===== src/rtl/pipe_hazard_ctrl.sv =====
// pipe_hazard_ctrl: hazard controller for a 5-stage pipeline.
// Handles taken branches in MEM, load-use stalls in ID, and data-memory wait
// holds, with a sticky fault when memory stays busy too long. All state
// changes on the falling clock edge, like the pipeline registers.
// Optional build macro: HAZARD_PERF_CNT_EN adds saturating stall/flush counters;
// without it both counter outputs are constant zero.
module pipe_hazard_ctrl #(
    parameter int MEM_TIMEOUT = 255,
    parameter int CNT_W       = 16
) (
    input  logic             clk,
    input  logic             rst_n,
    input  logic [4:0]       id_rs,
    input  logic [4:0]       id_rt,
    input  logic             idex_memread,
    input  logic [4:0]       idex_rt,
    input  logic             exmem_branch,
    input  logic             exmem_zero,
    input  logic             mem_busy,
    output logic             pc_write,
    output logic             ifid_write,
    output logic             ifid_flush,
    output logic             idex_flush,
    output logic             exmem_flush,
    output logic             idex_hold,
    output logic             exmem_hold,
    output logic             pc_src,
    output logic             mem_err,
    output logic [CNT_W-1:0] stall_cnt,
    output logic [CNT_W-1:0] flush_cnt
);

    localparam logic [1:0] ST_RUN  = 2'd0;
    localparam logic [1:0] ST_HOLD = 2'd1;
    localparam logic [1:0] ST_ERR  = 2'd2;

    localparam logic [7:0] TIMEOUT_VAL = 8'(MEM_TIMEOUT);

    logic [1:0] state_q, state_d;
    logic [7:0] wait_cnt_q, wait_cnt_d;
    logic       mem_err_q, mem_err_d;

    logic branch_taken;
    logic load_use;

    // Unqualified control values, before the reset override
    logic pc_write_c, ifid_write_c, ifid_flush_c, idex_flush_c, exmem_flush_c;
    logic idex_hold_c, exmem_hold_c, pc_src_c;

    assign branch_taken = exmem_branch & exmem_zero;
    // Register 0 is hardwired, so a load "to r0" never creates a dependency
    assign load_use = idex_memread && (idex_rt != 5'd0) &&
                      ((idex_rt == id_rs) || (idex_rt == id_rt));

    // Mealy control: outputs and next state from current state and inputs
    always_comb begin
        pc_write_c    = 1'b1;
        ifid_write_c  = 1'b1;
        ifid_flush_c  = 1'b0;
        idex_flush_c  = 1'b0;
        exmem_flush_c = 1'b0;
        idex_hold_c   = 1'b0;
        exmem_hold_c  = 1'b0;
        pc_src_c      = 1'b0;
        state_d       = state_q;
        wait_cnt_d    = wait_cnt_q;
        mem_err_d     = mem_err_q;
        case (state_q)
            ST_RUN: begin
                if (mem_busy) begin
                    // Memory wait outranks everything: freeze the front of the pipe
                    pc_write_c   = 1'b0;
                    ifid_write_c = 1'b0;
                    idex_hold_c  = 1'b1;
                    exmem_hold_c = 1'b1;
                    wait_cnt_d   = 8'd1;
                    state_d      = ST_HOLD;
                end else if (branch_taken) begin
                    // The flush also squashes any load-use victim, so no stall is needed
                    pc_src_c      = 1'b1;
                    ifid_flush_c  = 1'b1;
                    idex_flush_c  = 1'b1;
                    exmem_flush_c = 1'b1;
                end else if (load_use) begin
                    pc_write_c   = 1'b0;
                    ifid_write_c = 1'b0;
                    idex_flush_c = 1'b1;
                end
            end
            ST_HOLD: begin
                if (mem_busy) begin
                    pc_write_c   = 1'b0;
                    ifid_write_c = 1'b0;
                    idex_hold_c  = 1'b1;
                    exmem_hold_c = 1'b1;
                    if (wait_cnt_q == TIMEOUT_VAL) begin
                        mem_err_d = 1'b1;
                        state_d   = ST_ERR;
                    end else if (wait_cnt_q != 8'hFF) begin
                        wait_cnt_d = wait_cnt_q + 8'd1;
                    end
                end else begin
                    // Release cycle drives idle values; hazards re-evaluate next cycle
                    state_d = ST_RUN;
                end
            end
            ST_ERR: begin
                pc_write_c   = 1'b0;
                ifid_write_c = 1'b0;
                idex_hold_c  = 1'b1;
                exmem_hold_c = 1'b1;
            end
            default: begin
                state_d = ST_RUN;
            end
        endcase
    end

    // Control state, wait counter and sticky fault flag
    always_ff @(negedge clk or negedge rst_n) begin
        if (!rst_n) begin
            state_q    <= ST_RUN;
            wait_cnt_q <= 8'd0;
            mem_err_q  <= 1'b0;
        end else begin
            state_q    <= state_d;
            wait_cnt_q <= wait_cnt_d;
            mem_err_q  <= mem_err_d;
        end
    end

    // While reset is low the pipeline must see idle controls regardless of inputs
    assign pc_write    = rst_n ? pc_write_c    : 1'b1;
    assign ifid_write  = rst_n ? ifid_write_c  : 1'b1;
    assign ifid_flush  = rst_n & ifid_flush_c;
    assign idex_flush  = rst_n & idex_flush_c;
    assign exmem_flush = rst_n & exmem_flush_c;
    assign idex_hold   = rst_n & idex_hold_c;
    assign exmem_hold  = rst_n & exmem_hold_c;
    assign pc_src      = rst_n & pc_src_c;
    assign mem_err     = mem_err_q;

`ifdef HAZARD_PERF_CNT_EN
    logic             stall_evt, flush_evt;
    logic [CNT_W-1:0] stall_cnt_q, stall_cnt_d;
    logic [CNT_W-1:0] flush_cnt_q, flush_cnt_d;

    // Events mirror the RUN priority order: busy beats branch beats load-use
    assign flush_evt = (state_q == ST_RUN) && !mem_busy && branch_taken;
    assign stall_evt = (state_q == ST_RUN) && !mem_busy && !branch_taken && load_use;

    // Saturating increment of both performance counters
    always_comb begin
        stall_cnt_d = stall_cnt_q;
        flush_cnt_d = flush_cnt_q;
        if (stall_evt && (stall_cnt_q != '1)) begin
            stall_cnt_d = stall_cnt_q + CNT_W'(1);
        end
        if (flush_evt && (flush_cnt_q != '1)) begin
            flush_cnt_d = flush_cnt_q + CNT_W'(1);
        end
    end

    // Counter registers, cleared by reset
    always_ff @(negedge clk or negedge rst_n) begin
        if (!rst_n) begin
            stall_cnt_q <= '0;
            flush_cnt_q <= '0;
        end else begin
            stall_cnt_q <= stall_cnt_d;
            flush_cnt_q <= flush_cnt_d;
        end
    end

    assign stall_cnt = stall_cnt_q;
    assign flush_cnt = flush_cnt_q;
`else
    assign stall_cnt = '0;
    assign flush_cnt = '0;
`endif

endmodule


===== config.mk =====
export PLATFORM = sky130hd
export DESIGN_NAME = pipe_hazard_ctrl
export DESIGN_NICKNAME = d
export VERILOG_FILES = /design/src/rtl/pipe_hazard_ctrl.sv
export SDC_FILE = /design/constraint.sdc
export NUM_CORES = 1
export LEC_CHECK = 0
export ABC_CLOCK_PERIOD_IN_PS = 2700
export CORE_ASPECT_RATIO = 0.7
export CORE_UTILIZATION = 39
export DETAILED_ROUTE_END_ITERATION = 7
export GPL_TIMING_DRIVEN = 1
export PLACE_DENSITY = 0.87
export SYNTH_ARGS = -nofsm -noshare
export SYNTH_HDL_FRONTEND = slang
export SYNTH_SLANG_ARGS = --single-unit

===== constraint.sdc =====
create_clock -name clk -period 2.7 [get_ports clk]
set_input_delay 0.405 -clock clk [delete_from_list [all_inputs] [get_ports clk]]
set_output_delay 0.405 -clock clk [all_outputs]
set_load 0.1 [all_outputs]

# == After elaboration in Yosys (flattened, before gate mapping) ==
# Cells that the tools add are included.
# totals
register_bits,11
latchBits,0
ram_bits,0
mem_bits_ro,0
in_bits,21
output_inout_bits,41
word_cells,54
memories,0
# classes
n_addsub,1
multipliers,0
div_mod_pow,0
order_cmp,0
n_eq_ne,11
shift,0
mux,24
bitwise,5
n_reduce_logical,10
# op_table
op,n
$mux W8,4
$pmux W8 S2,1
$mux W1,13
$eq A5 B5 Y1,2
$add A8 B1 Y8 const B,1
$eq A8 B8 Y1 const B,1
$ne A2 B2 Y1 const B,4
$ne A8 B8 Y1 const B,1
$mux W2,3
$pmux W2 S3,1
$reduce_and A3 Y1,2
$reduce_and A5 Y1,1
$reduce_bool A5 Y1,1
$and A1 B1 Y1,4
$ne A3 B3 Y1 const B,1
$pmux W1 S3,1
$eq A2 B1 Y1 const B,1
$eq A2 B2 Y1 const B,1
$logic_and A1 B1 Y1,2
$logic_not A2 Y1,1
$pmux W1 S2,1
$reduce_bool A2 Y1,1
$reduce_or A2 Y1,1
$logic_or A1 B1 Y1,1
$not A1 Y1,1

# == Longest topological paths before layout ==
# logic_depth
word_depth,8
ltp_mapped,6
depth_no_buf,6

==> reports/results.ini <==
[worst_setup_path]
worstSetupPathType=flip-flop to output pin
crit_path_max_incr_delay_ns=0.55
cp_slowest_cell=or4b_4
critPathRequiredTime_ns=2.30
arrival_ns=2.95
rr_endpoint=wait_cnt_q[3]$_DFFE_NN0P_
critPathLaunchType=flip-flop
reg2reg_depth=6
reg2reg_from=wait_cnt_q[0]$_DFFE_NN0P_
worst-path-max-fanout=3
path_cells=or4b_4, nor2_4, buf_12
r2r_slack_ns=0.96
worstSetupEndpointType=output pin

[finish]
finish.net_count=176
layout_commonest_cell=conb_1
layout-drive-gt1-share_pct=24.18
antennaDiodeCount=0
syn_to_final_growth_pct=45.16
final-seq-area_sq_um=275.3
finalCoreUtilization_pct=63.41
n_fill_cell=191
mostFrequentLayoutCells=32 x conb_1, 19 x clkdlybuf4s50_1, 11 x xor2_1, 11 x dfrtn_1
multi_input_area_sq_um=621.8

[die]
dieArea_sq_um=2760
core_sq_um=2277
fp.dieH_microns=44.26
io_pins=62
initial_core_util_pct=43.68
rows=14
die_w_microns=62.36

[clock_tree]
clk_latency_ns=0.28
cts_buffers=3
root_buffer=clkbuf_4
htreeDepth=1
cts_tree=done
clk_path_buf_depth=2
postCtsHoldBufs=0
cts_sinks=11
clk_pin_slew_worst_paths_ns=0.05

[timing]
grt_setup_unrepaired=yes
hold_ws_ns=0.4838
layout_setup_ws_ns=-0.6501
fin_setup_tns_ns=-4.907
hold_violations=0
slew_violations=0
fin_skew_ns=0.003335
finalSetupViolations=8

[routing]
ant_nets=0
route.detailed.wl_per_inst_microns=12.21
avgViaCountPerCell=4.378
dr.pass1.iters=2
drcViolationCount=0
routed_wl_mm=2.259
vias=810
dr.first_iter.drc_count=4

[outcome]
violations=setup timing
outcome=finished, violations left

[placement]
gp_congestion=0.8013
port-buffer-count=29
post-dp-hpwl_mm=1.980

[yosys]
synth_area_sq_um=994.7
synth_flop_cell=dfrtn_1
syn_area_per_cell_sq_um=8.803
synth.ff_latch_count=11
synth_edf_count=0
synthesis.instances=113
async_flop_share_pct=100.0
yosysSeqAreaShare_pct=27.67
synth.distinct_cells=30
ys.warnings.count=0

[min_path]
whs_path_depth=1
min_to=mem_err$_DFFE_NN0P_
hold_start=mem_err$_DFFE_NN0P_
hold_class=flip-flop to flip-flop

[grt]
grt_usage_pct=17.46
grt-ovfl-total=0
grt_first_pass_wirelength_mm=3.581
grt_pass1_vias=758
grt_max_degree=14
antenna_found_initial=0

[job]
cap_violations=0

[power]
power.leakage_uw=0.0006784
power.density_nw_per_um2=477.8
vdd_drop_max_mv=0.3015

## routing by layer
| metal | wire (microns) | global-route usage, % | share of wire, % |
|---|---|---|---|
| met5 | 0 | 0 | 0 |
| met3 | 91 | 5.155 | 4.0 |
| met1 | 937 | 19.27 | 41 |
| met4 | 29 | 3.721 | 1.3 |
| met2 | 1201 | 34.07 | 53 |
## logic make-up (layout without fill, tap and decap cells)
group           count (synthesis)  count (layout)  synth area share, %
compound gates                 11              11                9.058
xor+xnor                       15              15                13.21
fa+ha+maj                       1               1                1.258
buf+inv                        37              46                27.55
flops                          11              11                27.67
mux                             2               2                2.013
other cells                     1              32               0.3770
simple gates                   35              35                18.87
## flip-flops by register name, indices dropped and copies added, names as in the netlist
name        count
state_q         2
mem_err         1
wait_cnt_q      8
## synthesized netlist by cell type (2+ instances only)
cell | count | area (sq um)
buf_4 | 36 | 270.3
dfrtn_1 | 11 | 275.3
nand2b_1 | 2 | 12.51
nor2_1 | 9 | 33.78
and3_1 | 3 | 18.77
mux2i_1 | 2 | 20.02
nor3_1 | 2 | 10.01
o21ai_1 | 2 | 10.01
nand4_1 | 2 | 12.51
nand2_1 | 7 | 26.28
nor2b_1 | 2 | 12.51
xnor2_1 | 4 | 35.03
a21oi_1 | 2 | 10.01
xor2_1 | 11 | 96.34
nand3_1 | 3 | 15.01
## worst max-delay path: cells and delay by family (launching register included)
family,cells,cell delay (ns)
DFF,1,0.36
and+or+nand+nor,2,0.75
buffers and inverters,1,0.20
## through the flow
stage	total power [uW]	area (sq um)	setup WS (ns)	cells
final	689.9	1444	-0.6501	185
after global placement	563.7	1380	-0.4163	178
after CTS	692.0	1428	-0.6636	183
after floorplan	529.5	1182	-0.9404	144
after global routing	718.7	1444	-0.7162	185
after detailed placement	575.9	1380	-0.4367	178
## repair_timing
item                       4_1_cts  5_1_grt
setup endpoints to repair       15       16
pin swaps                        2        2
setup buffers                    1        2
gates resized for setup          5        4
## worst max-delay path by stage
stage / from / endpoint / slack (ns) / depth (start not counted)
CTS: state_q[1]$_DFFE_NN0P_ / exmem_flush / -0.66 / 3
detailed placement: mem_busy / wait_cnt_q[4]$_DFFE_NN0P_ / -0.44 / 6
global route: state_q[1]$_DFFE_NN0P_ / ifid_flush / -0.72 / 3
floorplan: state_q[0]$_DFFE_NN0P_ / pc_write / -0.94 / 5
global placement: state_q[0]$_DFFE_NN0P_ / exmem_flush / -0.42 / 3
finish: state_q[1]$_DFFE_NN0P_ / exmem_flush / -0.65 / 3
## area by class of cell
class | instances | share of cell area, %
tap | 32 | 2.773
inverter | 1 | 0.2600
clock buffer | 4 | 1.820
timing repair buffer | 41 | 33.02
multi-input combinational | 96 | 43.07
sequential | 11 | 19.06
## power breakdown
part           leakage (uW)  internal [uW]  switching (uW)
Clock             0.0000150           57.2            54.6
Sequential         0.000146            184            20.0
Combinational      0.000518           86.8             288
Total              0.000678            328             362
Power figures use the tool's default switching activity.
